## src/rtl/flow_ctrl.sv

```systemverilog
// Pipeline flow sequencer for the 5-stage core: per-stage WORK/STOP/REFRESH codes,
// PC hold, mul/div wait FSM with watchdog, and a saturating stall-cycle counter.
module flow_ctrl #(
    parameter int                    FLOW_WIDTH     = 2,
    parameter logic [FLOW_WIDTH-1:0] FLOW_WORK      = 2'b00,
    parameter logic [FLOW_WIDTH-1:0] FLOW_STOP      = 2'b01,
    parameter logic [FLOW_WIDTH-1:0] FLOW_REFRESH   = 2'b10,
    parameter int                    REG_ADDR_WIDTH = 5,
    parameter int                    MD_MAX_CYCLES  = 64,
    parameter int                    CNT_WIDTH      = 32
) (
    input  logic                      clk,
    input  logic                      rst_n,
    input  logic                      ex_load_i,
    input  logic [REG_ADDR_WIDTH-1:0] ex_rd_i,
    input  logic [REG_ADDR_WIDTH-1:0] id_rs1_i,
    input  logic [REG_ADDR_WIDTH-1:0] id_rs2_i,
    input  logic                      id_rs1_used_i,
    input  logic                      id_rs2_used_i,
    input  logic                      jump_taken_i,
    input  logic                      trap_i,
    input  logic                      mem_req_i,
    input  logic                      mem_ack_i,
    input  logic                      md_start_i,
    input  logic                      md_done_i,
    output logic                      md_kill_o,
    output logic                      md_timeout_o,
    output logic                      pc_hold_o,
    output logic [FLOW_WIDTH-1:0]     flow_if_id_o,
    output logic [FLOW_WIDTH-1:0]     flow_id_ex_o,
    output logic [FLOW_WIDTH-1:0]     flow_ex_mem_o,
    output logic [FLOW_WIDTH-1:0]     flow_mem_wb_o,
    output logic [CNT_WIDTH-1:0]      stall_cnt_o
);

    localparam int WD_W = (MD_MAX_CYCLES > 2) ? $clog2(MD_MAX_CYCLES) : 1;

    typedef enum logic [0:0] {
        S_RUN     = 1'b0,
        S_MD_WAIT = 1'b1
    } state_t;

    state_t              r_state;
    state_t              w_stateNext;
    logic [WD_W-1:0]     r_wdCnt;
    logic [WD_W-1:0]     w_wdNext;
    logic [CNT_WIDTH-1:0] r_stallCnt;

    logic w_memWait;
    logic w_inWait;
    logic w_mdStall;
    logic w_loadUse;
    logic w_wdExpire;
    logic w_rs1Hit;
    logic w_rs2Hit;

    assign w_memWait = mem_req_i & ~mem_ack_i;
    assign w_inWait  = (r_state == S_MD_WAIT);
    assign w_mdStall = (w_inWait & ~md_done_i) | (~w_inWait & md_start_i & ~md_done_i);

    assign w_rs1Hit  = id_rs1_used_i & (id_rs1_i == ex_rd_i);
    assign w_rs2Hit  = id_rs2_used_i & (id_rs2_i == ex_rd_i);
    assign w_loadUse = ex_load_i & (ex_rd_i != '0) & (w_rs1Hit | w_rs2Hit);

    // The issue cycle is the first stall cycle, so expiry lands on stall cycle MD_MAX_CYCLES.
    assign w_wdExpire = w_inWait & ~md_done_i & ~w_memWait & ~trap_i &
                        (r_wdCnt == WD_W'(MD_MAX_CYCLES - 2));

    always_comb begin
        flow_if_id_o  = FLOW_WORK;
        flow_id_ex_o  = FLOW_WORK;
        flow_ex_mem_o = FLOW_WORK;
        flow_mem_wb_o = FLOW_WORK;
        pc_hold_o     = 1'b0;
        md_kill_o     = 1'b0;
        md_timeout_o  = 1'b0;
        if (rst_n) begin
            if (w_memWait) begin
                flow_if_id_o  = FLOW_STOP;
                flow_id_ex_o  = FLOW_STOP;
                flow_ex_mem_o = FLOW_STOP;
                flow_mem_wb_o = FLOW_STOP;
                pc_hold_o     = 1'b1;
            end else if (trap_i) begin
                flow_if_id_o  = FLOW_REFRESH;
                flow_id_ex_o  = FLOW_REFRESH;
                flow_ex_mem_o = FLOW_REFRESH;
                md_kill_o     = w_inWait | md_start_i;
            end else if (w_mdStall) begin
                flow_if_id_o  = FLOW_STOP;
                flow_id_ex_o  = FLOW_STOP;
                flow_ex_mem_o = FLOW_REFRESH;
                pc_hold_o     = 1'b1;
                md_kill_o     = w_wdExpire;
                md_timeout_o  = w_wdExpire;
            end else if (jump_taken_i) begin
                flow_if_id_o  = FLOW_REFRESH;
                flow_id_ex_o  = FLOW_REFRESH;
            end else if (w_loadUse) begin
                flow_if_id_o  = FLOW_STOP;
                flow_id_ex_o  = FLOW_REFRESH;
                pc_hold_o     = 1'b1;
            end
        end
    end

    // Mul/div wait FSM; a data-bus wait freezes both the state and the watchdog.
    always_comb begin
        w_stateNext = r_state;
        w_wdNext    = r_wdCnt;
        if (!w_memWait) begin
            case (r_state)
                S_RUN: begin
                    if (md_start_i & ~md_done_i & ~trap_i) begin
                        w_stateNext = S_MD_WAIT;
                        w_wdNext    = '0;
                    end
                end
                S_MD_WAIT: begin
                    if (trap_i | md_done_i | w_wdExpire) begin
                        w_stateNext = S_RUN;
                        w_wdNext    = '0;
                    end else begin
                        w_wdNext = r_wdCnt + WD_W'(1);
                    end
                end
                default: begin
                    w_stateNext = S_RUN;
                    w_wdNext    = '0;
                end
            endcase
        end
    end

    always_ff @(posedge clk or negedge rst_n) begin
        if (!rst_n) begin
            r_state <= S_RUN;
            r_wdCnt <= '0;
        end else begin
            r_state <= w_stateNext;
            r_wdCnt <= w_wdNext;
        end
    end

    // Saturating count of PC-hold cycles.
    always_ff @(posedge clk or negedge rst_n) begin
        if (!rst_n) begin
            r_stallCnt <= '0;
        end else if (pc_hold_o && (r_stallCnt != '1)) begin
            r_stallCnt <= r_stallCnt + CNT_WIDTH'(1);
        end
    end

    assign stall_cnt_o = r_stallCnt;

endmodule
```

## config.mk

```make
export PLATFORM = sky130hd
export DESIGN_NAME = flow_ctrl
export DESIGN_NICKNAME = d
export VERILOG_FILES = /design/src/rtl/flow_ctrl.sv
export SDC_FILE = /design/constraint.sdc
export NUM_CORES = 1
export LEC_CHECK = 0
export CORE_MARGIN = 2
export CORE_UTILIZATION = 46
export DETAILED_ROUTE_END_ITERATION = 8
export MAX_ROUTING_LAYER = met4
export PLACE_DENSITY = 0.85
export SLEW_MARGIN = 20
export SYNTH_ARGS = -nofsm -noshare
export SYNTH_HDL_FRONTEND = slang
export SYNTH_SLANG_ARGS = --single-unit
```

## constraint.sdc

```tcl
create_clock -name clk -period 2.6 [get_ports clk]
set_input_delay 0.39 -clock clk [delete_from_list [all_inputs] [get_ports clk]]
set_output_delay 0.39 -clock clk [all_outputs]
set_load 0.02 [all_outputs]
```

Word-level counts from Yosys, hierarchy flattened. Cells that the tools add are included.

Bits in registers: 39. Bits in latches: 0. RAM bits: 0. ROM bits: 0. Output and inout port bits: 43. Logic and storage cells: 73. Memories: 0.

Add/subtract/negate cells: 2. Multipliers: 0. Divide/modulo/power cells: 0. Order comparisons: 0. Equal/unequal tests: 5. Shift-type cells: 0. Muxes and demuxes: 37. Bitwise logic cells: 23. Reductions and logical operators: 3.

Operators by type and width (number): $add 32x1->32 const B (1); $ne 32x32->1 const B (1); $mux 2 (15); $mux 1 (18); $and 1x1->1 (13); $mux 6 (2); $pmux 6 s2 (1); $eq 5x5->1 (2); $add 6x1->6 const B (1); $eq 6x6->1 const B (1); $not 1->1 (5); $or 1x1->1 (5); $reduce_bool 5->1 (1); $ne 2x1->1 const B (1); $pmux 1 s2 (1); $reduce_and 2->1 (1); $logic_and 1x1->1 (1).

Depth between registers and ports, before layout.
Depth after elaboration: 11. Gate-level depth with buffers: 9.

Worst setup path before layout. No wires, ideal clock.

Path kind: register to register. From: reg r_stallCnt[0], in the netlist stall_cnt_o[0]. To: reg r_stallCnt[29], in the netlist stall_cnt_o[29]. Data arrival time: 2013 ps. Setup slack: 456 ps. Stages on the path, launching flop included: 10. Cell sequence: dfrtp_1 ha_1 nand4_1 nor4_1 nand4_1 and4bb_1 buf_6 buf_8 nand4_1 xnor2_1.

Cells in the longest elaborated chain, start to end: 2.

Ends and longest elaborated chain: start: declaration (RTL line 47) `logic [CNT_WIDTH-1:0] r_stallCnt;`; start signal: assignment (RTL line 150) `r_stallCnt <= r_stallCnt + CNT_WIDTH'(1);`; parallel branches: the longest is 2 deep, another holds $add 32x1->32.

Parallel ways; which one is timed is not known. A chain may end at the register's enable or synchronous reset.

Worst setup path in the final report.
From: in rst_n. To: out flow_ex_mem_o[1].

Cells in the longest elaborated chain, start to end: 1.

Ends and longest elaborated chain: start: declaration (RTL line 13) `input logic rst_n,`; $mux 2 (RTL line 77) `if (rst_n) begin`; end: declaration (RTL line 31) `output logic [FLOW_WIDTH-1:0] flow_ex_mem_o,`.

Every way passes these cells.

==> reports/results.txt <==
Vias in the first global route: 1949
Routed WL: 5.16 mm
Sequential area share after synthesis: 0.446
Area of the die: 5330 um^2
Core Region: 4660 um^2
ANT nets after route: 0
Clock latency on the worst-skew pair: 0.29 ns
Initial Utilization: 0.470
Fraction of registers with async set/reset: 1.00
Post-synthesis mux area share: 0.00971
Final Max Slew Viols: 0
Switching share of power: 0.257
Tcrit/Tclk final: 0.963
Clock power share: 0.350
Crit path max fanout: 16
Max-cap viol count: 0
Filler Cell Count: 367
Clk buf depth: 2
Layout Skew: 0.00803 ns
Port Buffers: 67
Total track usage: 0.210
Count leader, synth: dfrtp_1
Complex-gate fraction of the synthesized area: 0.0680
Synth Cell Area: 2190 um^2
HP Class: reg2reg
Via Count: 1990
Synth Flop Type: dfrtp_1
Hold path cells: 1
Cell taking the most area after synthesis: dfrtp_1
Seq pwr share: 0.455
Largest net degree at the start of global routing: 32
N_diodes: 0
H-Tree Depth: 2
P&R area growth vs syn: 44.2%
Reg2reg start: stall_cnt_o[0]$_DFFE_PN0P_
Status: finished, final reports clean
Antenna violations before repair: 0
Yosys warns: 0
DR WL/cell: 14.1 um
Post-synth EDFFs: 0
Avg Inst Size Synth: 9.78 um^2
Critical path cell sequence: dlygate4sd3_1, clkbuf_4, nand2_1, a21oi_1, clkdlybuf4s50_1
Arrival @ worst endpoint: 2.11 ns
LEAKAGE: 0.00138 uW
CTS tree: built
DIE WIDTH: 73.0 um
Final setup viols: 0
Top cells by count, synth: dfrtp_1 (39), xnor2_1 (32), nand2_1 (19)
Die span in y: 73.0 um
Worst Hold Path EP: stall_cnt_o[19]$_DFFE_PN0P_
Layout cell share with drive strength beyond 1: 0.122
Cells after synthesis: 224
PnR Total Power: 1470 uW
Cells on worst reg2reg path: 8
Synth top area cells: dfrtp_1 (45%), xnor2_1 (13%), nand4_1 (4.9%)
RSZ-0062 raised after global routing: no
Root buf cell: clkbuf_8
Syn Nets: 253
Worst-Margin Slew: 0.650 ns
Reg-to-reg endpoint: stall_cnt_o[1]$_DFFE_PN0P_
Xor/xnor cell area share of the yosys netlist: 0.164
Main combinational cell family by area after synthesis: simple AND/OR/NAND/NOR gates
1st-pass router iterations: 4
Cell area power density: 465 nW/um^2
HP Start: stall_cnt_o[19]$_DFFE_PN0P_
Reg clk slew, reported paths: 0.07 ns
Crit start category: primary input
Gate power share: 0.195
Internal power: 1090 uW
Gr ovfl total: 0
Hold Fails Final Rpt: 0
Min Tclk post-route: 2.50 ns
Simple logic cell fraction of the synthesized area: 0.258
Routability Congestion: 0.816
Worst vdd ir: 0.198 mV
Share of the synthesized area in the top cell type: 0.446
CTS buffer count: 5
Worst stage delay on the critical path: 0.62 ns
CP endpoint kind: primary output
Rows: 25
Worst path slowest cell: clkdlybuf4s50_1
Post-Synth Adder-Cell Area: 0.0171
Nets@finish: 339
Vias per inst: 5.45
DP HPWL: 3.92 mm
Setup CP Type: in2out
Post-route DRC: 0
Synth cell types: 38
# clock sinks: 39
Seq cells post-synth: 39
First-pass GRT wire length: 8.54 mm
R2r setup slk: 0.43 ns
Fmax: 399 MHz
Rel. slew slack: 0.563
Switching power: 377 uW
Req. time, crit path: 2.21 ns
Setup TNS: 0 ns
Initial drt markers: 128
IO Pins: 69
-- state kept, by name, indices dropped and copies added (netlist names) --
register     flops
r_wdCnt          6
stall_cnt_o     32
r_state          1
-- how the worst max path moves through the flow --
stage	startpoint	end	slack [ns]	cells past startpoint
floorplan	stall_cnt_o[0]$_DFFE_PN0P_	stall_cnt_o[29]$_DFFE_PN0P_	0.46	9
detailed placement	ex_rd_i[3]	pc_hold_o	-0.34	6
finish	rst_n	flow_ex_mem_o[1]	0.1	5
global placement	ex_rd_i[3]	pc_hold_o	-0.29	6
global route	rst_n	flow_ex_mem_o[1]	0.04	5
CTS	ex_rd_i[3]	pc_hold_o	-0.03	5
-- metal layers --
metal  global-route usage  vias to the layer above  routed length (um)  share of wire
met3               0.0414                        7                 208          0.040
met1                0.255                      957                2220           0.43
li1                     -                      966                   -              -
met2                0.352                       60                2680           0.52
met5                    -                        -                   0              0
met4               0.0617                        0                  46         0.0089
-- layout by cell type, fill, tap and decap left out, drive strengths merged, types with 7 or more instances in the layout --
cell type | synthesis | final
nor2 | 12 | 12
and2 | 7 | 7
buf | 6 | 19
o21ai | 9 | 9
nand4 | 18 | 18
and3 | 9 | 9
nand2 | 19 | 19
xnor2 | 32 | 32
dfrtp | 39 | 39
xor2 | 9 | 9
clkdlybuf4s50 | 0 | 59
clkbuf | 2 | 10
nand3 | 17 | 17
-- worst max-delay path: cells and delay by family --
family          cells  cell delay (ns)
compound gates      1             0.14
buf+inv             3             1.45
simple gates        1             0.13
-- power groups by stage --
stage | Combinational, uW | Clock, uW | Sequential, uW
after floorplan | 98.0 | 0 | 706
final | 287 | 514 | 668
after global placement | 276 | 0 | 679
after CTS | 288 | 524 | 669
after detailed placement | 286 | 0 | 682
after global routing | 311 | 548 | 675
-- through the flow --
step	util	setup slack (ns)	hold slack, ns	std cells	cell area (um^2)
after floorplan	-	0.456	0.0944	224	2190
after global placement	0.646	-0.286	0.294	356	3010
after detailed placement	0.646	-0.341	0.293	356	3010
after CTS	0.674	-0.0313	0.499	365	3140
after global routing	0.677	0.0382	0.523	365	3160
final	0.677	0.0954	0.496	365	3160
-- cell families after synthesis --
group	Yosys count
buffers and inverters	11
other	1
XOR/XNOR	41
flip-flops	39
multiplexers	2
AND/OR/NAND/NOR	103
adder cells (fa/ha/maj)	3
AO/OA/AOI/OAI	24
-- timing repair --
item                                    in CTS  in global routing
hold endpoints to repair                     8                  0
hold buffers                                 1                  0
buffers inserted                             0                  0
endpoints found under the setup margin       3                  8
resized for setup                            4                 14
-- layout make-up --
type,count,area [um^2],area share
clock buffers,6,82.6,0.0262
clock inverters,2,35.0,0.0111
inverters,3,11.3,0.00357
multi-input cells,174,1160,0.366
flip-flops and latches,39,976,0.309
well taps,54,67.6,0.0214
repair buffers,87,828,0.262
Power figures use the tool's default switching activity.
